**src/rtl/countdown_timer.sv**
```systemverilog
// countdown_timer
//   Loadable down-counter used as a timeout / interval source. Counts
//   qualified enable ticks from a loaded value down to zero and raises a
//   one-cycle underflow pulse on expiry. Supports one-shot and periodic
//   (auto-reload) operation and pause/resume.
//
//   state | meaning
//   ------+----------------------------------------------------------
//   IDLE  | loaded or reset, waiting for start; enable ignored
//   RUN   | counting enable ticks down toward expiry
//   PAUSE | stopped mid-count, count held until start
//   DONE  | one-shot expired, count is 0; start reloads from reload_reg
//
//   Per-cycle priority: load > stop > start > tick.

module countdown_timer #(
  parameter int WIDTH = 8
) (
  input  logic             clk,
  input  logic             rst_n,
  input  logic             load,
  input  logic [WIDTH-1:0] load_value,
  input  logic             start,
  input  logic             stop,
  input  logic             enable,
  input  logic             periodic,
  output logic [WIDTH-1:0] count,
  output logic             underflow,
  output logic             busy,
  output logic             done
);

  localparam logic [1:0] IDLE  = 2'd0;
  localparam logic [1:0] RUN   = 2'd1;
  localparam logic [1:0] PAUSE = 2'd2;
  localparam logic [1:0] DONE  = 2'd3;

  localparam logic [WIDTH-1:0] ZERO = '0;
  localparam logic [WIDTH-1:0] ONE  = WIDTH'(1);

  logic [1:0]       state;
  logic [1:0]       state_nxt;
  logic [WIDTH-1:0] count_nxt;
  logic [WIDTH-1:0] reload_reg;
  logic [WIDTH-1:0] reload_nxt;
  logic             underflow_nxt;

  logic             tick;
  logic             count_zero;
  logic             count_one;
  logic             reload_zero;
  logic             load_value_zero;

  // Condition decode shared by the next-state logic.
  always_comb begin
    tick            = (state == RUN) && enable && !load && !stop;
    count_zero      = (count == ZERO);
    count_one       = (count == ONE);
    reload_zero     = (reload_reg == ZERO);
    load_value_zero = (load_value == ZERO);
  end

  // Next-state, count and reload computation in priority order.
  always_comb begin
    state_nxt     = state;
    count_nxt     = count;
    reload_nxt    = reload_reg;
    underflow_nxt = 1'b0;

    if (load) begin
      // A load always re-arms; starting on a zero value would expire
      // without any tick, so that case stays idle.
      count_nxt  = load_value;
      reload_nxt = load_value;
      state_nxt  = (start && !load_value_zero) ? RUN : IDLE;
    end else if (stop) begin
      // Stop wins over a coincident tick, including one that would expire.
      if (state == RUN) begin
        state_nxt = PAUSE;
      end
    end else begin
      if (start) begin
        case (state)
          IDLE, PAUSE: begin
            if (!count_zero) begin
              state_nxt = RUN;
            end
          end
          DONE: begin
            if (!reload_zero) begin
              state_nxt = RUN;
              count_nxt = reload_reg;
            end
          end
          default: begin
            // RUN: start has no effect, a tick may still occur below.
          end
        endcase
      end

      if (tick) begin
        if (count_one) begin
          underflow_nxt = 1'b1;
          if (periodic) begin
            count_nxt = reload_reg;
          end else begin
            count_nxt = ZERO;
            state_nxt = DONE;
          end
        end else if (!count_zero) begin
          count_nxt = count - ONE;
        end
        // A zero count in RUN is unreachable; holding avoids any wrap.
      end
    end
  end

  // State, count, reload value and underflow pulse registers.
  always_ff @(posedge clk or negedge rst_n) begin
    if (!rst_n) begin
      state      <= IDLE;
      count      <= ZERO;
      reload_reg <= ZERO;
      underflow  <= 1'b0;
    end else begin
      state      <= state_nxt;
      count      <= count_nxt;
      reload_reg <= reload_nxt;
      underflow  <= underflow_nxt;
    end
  end

  // Status flags decoded straight from the state register.
  always_comb begin
    busy = (state == RUN);
    done = (state == DONE);
  end

endmodule
```
**config.mk**
```make
export PLATFORM = sky130hd
export DESIGN_NAME = countdown_timer
export DESIGN_NICKNAME = d
export VERILOG_FILES = /design/src/rtl/countdown_timer.sv
export SDC_FILE = /design/constraint.sdc
export NUM_CORES = 1
export LEC_CHECK = 0
export ABC_AREA = 1
export CAP_MARGIN = 25
export CORE_AREA = 2 2 57 59
export DETAILED_ROUTE_END_ITERATION = 10
export DIE_AREA = 0 0 59 61
export PLACE_DENSITY_LB_ADDON = 0.15
export SKIP_LAST_GASP = 1
export SYNTH_ARGS = -nofsm -noshare
export SYNTH_HDL_FRONTEND = slang
export SYNTH_SLANG_ARGS = --single-unit
export TNS_END_PERCENT = 100
```
**constraint.sdc**
```tcl
create_clock -name clk -period 2 [get_ports clk]
set_clock_uncertainty 0.15 [all_clocks]
set_input_delay 0.2 -clock clk [delete_from_list [all_inputs] [get_ports clk]]
set_output_delay 0.2 -clock clk [all_outputs]
set_load 0.02 [all_outputs]
```
==> flow_summary.json, run 1 <==
{
  "fin_cells": 282,
  "postSynthCellCount": 217,
  "area.growth.synth_to_final_pct": 23.4,
  "max_freq_mhz": 513,
  "drive_gt1_share_pct": 13.3,
  "max_stage_delay_ns": 0.60,
  "cts-root-buf": "clkbuf_4",
  "slew_viol_final": 0,
  "sw_frac_of_total_pct": 38.7,
  "setup-violations-final": 0,
  "pwr-share-clk_pct": 18.5,
  "synth_nets": 235,
  "route.detailed.drc": 0,
  "holdCritPathClass": "in2async",
  "ios": 26,
  "worst_ep_arrival_time_ns": 1.60,
  "synthTopCellsByArea": "dfrtp_1 (33%), nand2_1 (20%), inv_1 (5.9%)",
  "crit_type": "reg2out",
  "synth-xor-area-share_pct": 1.20,
  "gp_congestion": 0.917,
  "total_leakage_power_nw": 0.902,
  "diodes": 0,
  "synth_compound_area_share_pct": 14.6,
  "rows": 20,
  "path_buf_inv": 2,
  "synth.most_common_cell": "nand2_1",
  "grt_pass1_vias": 1423,
  "grt_pass1_wl_um": 6570,
  "viasPerCell": 5.34,
  "path_max_fanout": 5,
  "synthSimpleGateAreaFrac_pct": 39.7,
  "grt_overflow": 0,
  "grt_use_total_pct": 24.1,
  "synth_edf_count": 0,
  "fin_crit_ns": 1.95,
  "nets": 268,
  "ys_ff_latch": 19,
  "start_util_pct": 49.5,
  "detailedRoute.firstPassIterationCount": 4,
  "dp_hpwl_um": 2960,
  "antenna_left": 0,
  "fin_tns_setup_ns": 0,
  "insertion_delay_ns": 0.30,
  "antenna_found_initial": 0,
  "relSlewSlack_pct": 80.1,
  "cts.sinks": 19,
  "htree_levels": 1,
  "drt_iter0_drc": 70,
  "synth_top_area_cell": "dfrtp_1",
  "wl_um": 3830,
  "critPathSlowestCell": "clkdlybuf4s50_1",
  "synth_ff_type": "dfrtp_1",
  "maxCapViolCount": 0,
  "seqPwrFrac_pct": 43.2,
  "critPathTopFamily": "buffers and inverters",
  "dieArea_um2": 3600,
  "design_area_um2": 1800,
  "startpoint_type": "flop",
  "cts_tree": "built",
  "fillers": 286,
  "p_switching_w": 0.000425,
  "crit_required_ns": 1.65,
  "grt_max_degree": 20,
  "io_buffer_count": 25,
  "ctsHoldBuffers": 0,
  "end_kind": "output port",
  "ys_types": 28,
  "muxShareOfSynthArea_pct": 0,
  "combPwrFrac_pct": 38.3,
  "yosysWarnings": 0,
  "ir_drop_v": 0.000288,
  "die_height_um": 61,
  "cts_buffer_depth": 2,
  "dp.cells": 278,
  "synth_top_family_by_area": "simple AND/OR/NAND/NOR gates",
  "finalHoldViolations": 0,
  "async_flop_share_pct": 100,
  "synth_commonest_cells": "nand2_1 (76), inv_1 (23), dfrtp_1 (19)",
  "rsz0062_at_grt": "no",
  "cts_made_buffers": 3,
  "synth_top_area_share_pct": 32.5,
  "status": "completed",
  "num_vias": 1507,
  "core_area_um2": 2950,
  "syn_area_per_cell_um2": 6.74,
  "synthAdderAreaFrac_pct": 2.57,
  "wl_per_cell_um": 13.6,
  "syn_area_um2": 1460,
  "power.density_nw_per_um2": 608,
  "tightest_slew_ns": 0.298,
  "fp.dieW_um": 59,
  "clkTransAtPathRegs_ns": 0.12,
  "seq_area_frac_synth_pct": 32.5,
  "internal_power_w": 0.000672,
  "place_area_um2": 1780,
  "crit_chain": "nand2_2 -> inv_1 -> clkdlybuf4s50_1",
  "fin_crit_sh_pct": 97.5
}
placed cells by master (no fill, tap or decap), types with 4 or more instances in the layout:
master / count
nor2_4: 6
nand3_1: 11
a21oi_1: 13
o21ai_0: 14
nand2_1: 76
nand4_1: 4
nor2_1: 13
o22ai_1: 5
inv_1: 23
clkdlybuf4s50_1: 25
dfrtp_1: 18
buf_4: 5
inv_2: 6
path summary, 6_finish.rpt:
path,startpoint,endpoint,depth (start not counted),slack [ns]
max in group asynchronous,rst_n,count[0],2,1.41
min in group clk,load_value[0],reload_reg[0],3,0.36
max reg2reg,count[1],count[4],10,0.17
min reg2reg,reload_reg[1],reload_reg[1],2,0.40
max,state[1],done,3,0.05
min,rst_n,state[0],2,0.07
stage by stage:
step / hold slack (ns) / setup WS, ns / power (W) / util (%)
floorplan: -0.246 / 0.270 / 0.000734 / -
finish: 0.0708 / 0.0507 / 0.00110 / 61.1
global placement: 0.363 / 0.129 / 0.000892 / 60.2
global route: 0.0869 / 0.00804 / 0.00117 / 61.1
detailed placement: 0.369 / 0.131 / 0.000894 / 60.2
CTS: 0.0792 / 0.0558 / 0.00109 / 61.1
what timing repair did:
action | CTS | global route
setup buffers | 0 | 0
gates resized for setup | 0 | 1
setup endpoints to repair | 0 | 2
worst register-to-register path, cell delays in order, from the launching register on:
cell and delay (ns):
dfrtp_1 0.43, inv_1 0.13, ha_1 0.20, inv_1 0.06, nor2_2 0.04, nand2_1 0.09
inv_1 0.12, nand3_1 0.10, nand2_1 0.12, a21oi_1 0.21, nand2_1 0.08
power by group through the flow:
stage	sequential [W]	clock (W)	combinational [W]
final	0.000474	0.000203	0.000420
after global placement	0.000480	0	0.000412
after CTS	0.000473	0.000203	0.000419
after floorplan	0.000496	0	0.000237
after global routing	0.000481	0.000220	0.000469
after detailed placement	0.000481	0	0.000414
layer usage:
metal	GRT usage [%]	wire length, um	vias up
met5	0	0	-
met4	11.0	93	0
met3	2.56	198	11
met2	37.8	1730	62
met1	33.7	1810	672
li1	-	-	762
layout make-up:
type / instances / area (um2) / area share (%)
tap: 33 / 41.3 / 2.29
multi-input combinational: 164 / 850 / 47.1
sequential: 19 / 477 / 26.4
inverter: 32 / 123 / 6.80
timing repair buffer: 30 / 288 / 16.0
clock buffer: 4 / 26.3 / 1.46
logic make-up (layout without fill, tap and decap cells):
logic type               count (synthesis)  after routing
AO/OA/AOI/OAI                           39             39
flip-flops                              19             19
buffers and inverters                   34             66
adder cells (fa/ha/maj)                  3              3
XOR/XNOR                                 2              2
AND/OR/NAND/NOR                        120            120
No activity file was read; power rests on OpenSTA's default activity.
==> run 2: changes to the inputs <==
- CORE_AREA: 2 2 57 59 -> 10 10 65 67
- DIE_AREA: 0 0 59 61 -> 0 0 75 77
==> flow_summary.json, run 2 (synthesis results as in run 1) <==
{
  "rsz0062_at_grt": "no",
  "fin_crit_sh_pct": 93.2,
  "startpoint_type": "flop",
  "tightest_slew_ns": 0.273,
  "mostFrequentLayoutCells": "nand2_1 (76), clkdlybuf4s50_1 (25), inv_1 (23)",
  "dieArea_um2": 5780,
  "crit_required_ns": 1.65,
  "fin_tns_setup_ns": 0,
  "worst_ep_arrival_time_ns": 1.51,
  "ios": 26,
  "wl_um": 3850,
  "cts.sinks": 19,
  "crit_type": "reg2out",
  "cts-root-buf": "clkbuf_4",
  "path_buf_inv": 2,
  "grt_use_total_pct": 14.2,
  "area.growth.synth_to_final_pct": 23.9,
  "core_area_um2": 2980,
  "diodes": 0,
  "crit_chain": "inv_2 -> nor2_4 -> clkdlybuf4s50_1",
  "num_vias": 1488,
  "path_max_fanout": 3,
  "wl_per_cell_um": 13.6,
  "dp_hpwl_um": 3100,
  "insertion_delay_ns": 0.30,
  "cts_tree": "built",
  "ctsHoldBuffers": 0,
  "start_util_pct": 49.1,
  "final_util_pct": 60.8,
  "maxCapViolCount": 0,
  "cts_made_buffers": 3,
  "max_freq_mhz": 536,
  "nets": 269,
  "relSlewSlack_pct": 81.7,
  "htree_levels": 1,
  "detailedRoute.firstPassIterationCount": 4,
  "fp.dieW_um": 75,
  "slew_viol_final": 0,
  "cts_buffer_depth": 2,
  "gp_congestion": 0.876,
  "holdCritPathClass": "in2async",
  "antenna_found_initial": 0,
  "grt_max_degree": 20,
  "end_kind": "output port",
  "power.density_nw_per_um2": 604,
  "route.detailed.drc": 0,
  "grt_pass1_wl_um": 6630,
  "die_height_um": 77,
  "ir_drop_v": 0.000274,
  "final_common_cell": "nand2_1",
  "io_buffer_count": 25,
  "finalHoldViolations": 0,
  "rows": 20,
  "drive_gt1_share_pct": 13.6,
  "drt_iter0_drc": 97,
  "grt_pass1_vias": 1448,
  "total_leakage_power_nw": 0.907,
  "critPathSlowestCell": "clkdlybuf4s50_1",
  "status": "completed",
  "antenna_left": 0,
  "clkTransAtPathRegs_ns": 0.12,
  "setup-violations-final": 0,
  "grt_overflow": 0,
  "critPathTopFamily": "buffers and inverters",
  "max_stage_delay_ns": 0.62,
  "fin_crit_ns": 1.86,
  "viasPerCell": 5.26
}
==> run 2: stage by stage <==
stage / power [W] / std cells / setup slack [ns] / cell area, um2 / hold WS (ns)
CTS: 0.00110 / 283 / 0.0722 / 1810 / 0.0664
floorplan: 0.000734 / 217 / 0.270 / 1460 / -0.246
detailed placement: 0.000898 / 279 / 0.197 / 1780 / 0.377
global placement: 0.000897 / 279 / 0.238 / 1780 / 0.369
global route: 0.00117 / 283 / 0.0284 / 1810 / 0.0790
finish: 0.00109 / 283 / 0.136 / 1810 / 0.0611
==> run 2: per-layer routing <==
metal	track usage, %	up-vias	routed length, um
li1	-	762	-
met1	19.2	677	1810
met2	21.3	45	1740
met3	2.96	4	261
met4	4.92	0	42
met5	0	-	0
==> run 2: final timing paths <==
check	from	endpoint	slack (ns)	cells past startpoint
hold reg to reg	reload_reg[0]	reload_reg[0]	0.41	2
setup reg to reg	count[1]	count[4]	0.19	10
setup / recovery	state[0]	busy	0.14	3
min in group clk	load_value[0]	reload_reg[0]	0.35	3
hold / removal	rst_n	reload_reg[2]	0.06	2
max in group asynchronous	rst_n	state[1]	1.40	2
==> run 2: final cells by class <==
class | count | area [um2]
inverters | 32 | 123
flip-flops and latches | 19 | 477
fillers | 304 | 1170
multi-input cells | 164 | 850
repair buffers | 31 | 295
well taps | 33 | 41.3
clock buffers | 4 | 26.3
==> run 2: report_power, final <==
group          switching (W)  internal (W)
Clock               0.000123     0.0000777
Sequential         0.0000472      0.000424
Combinational       0.000248      0.000174
==> run 2: timing repair <==
| action | CTS | global route |
|---|---|---|
| resized for setup | 0 | 1 |
| buffers inserted | 0 | 0 |
| endpoints found under the setup margin | 0 | 1 |
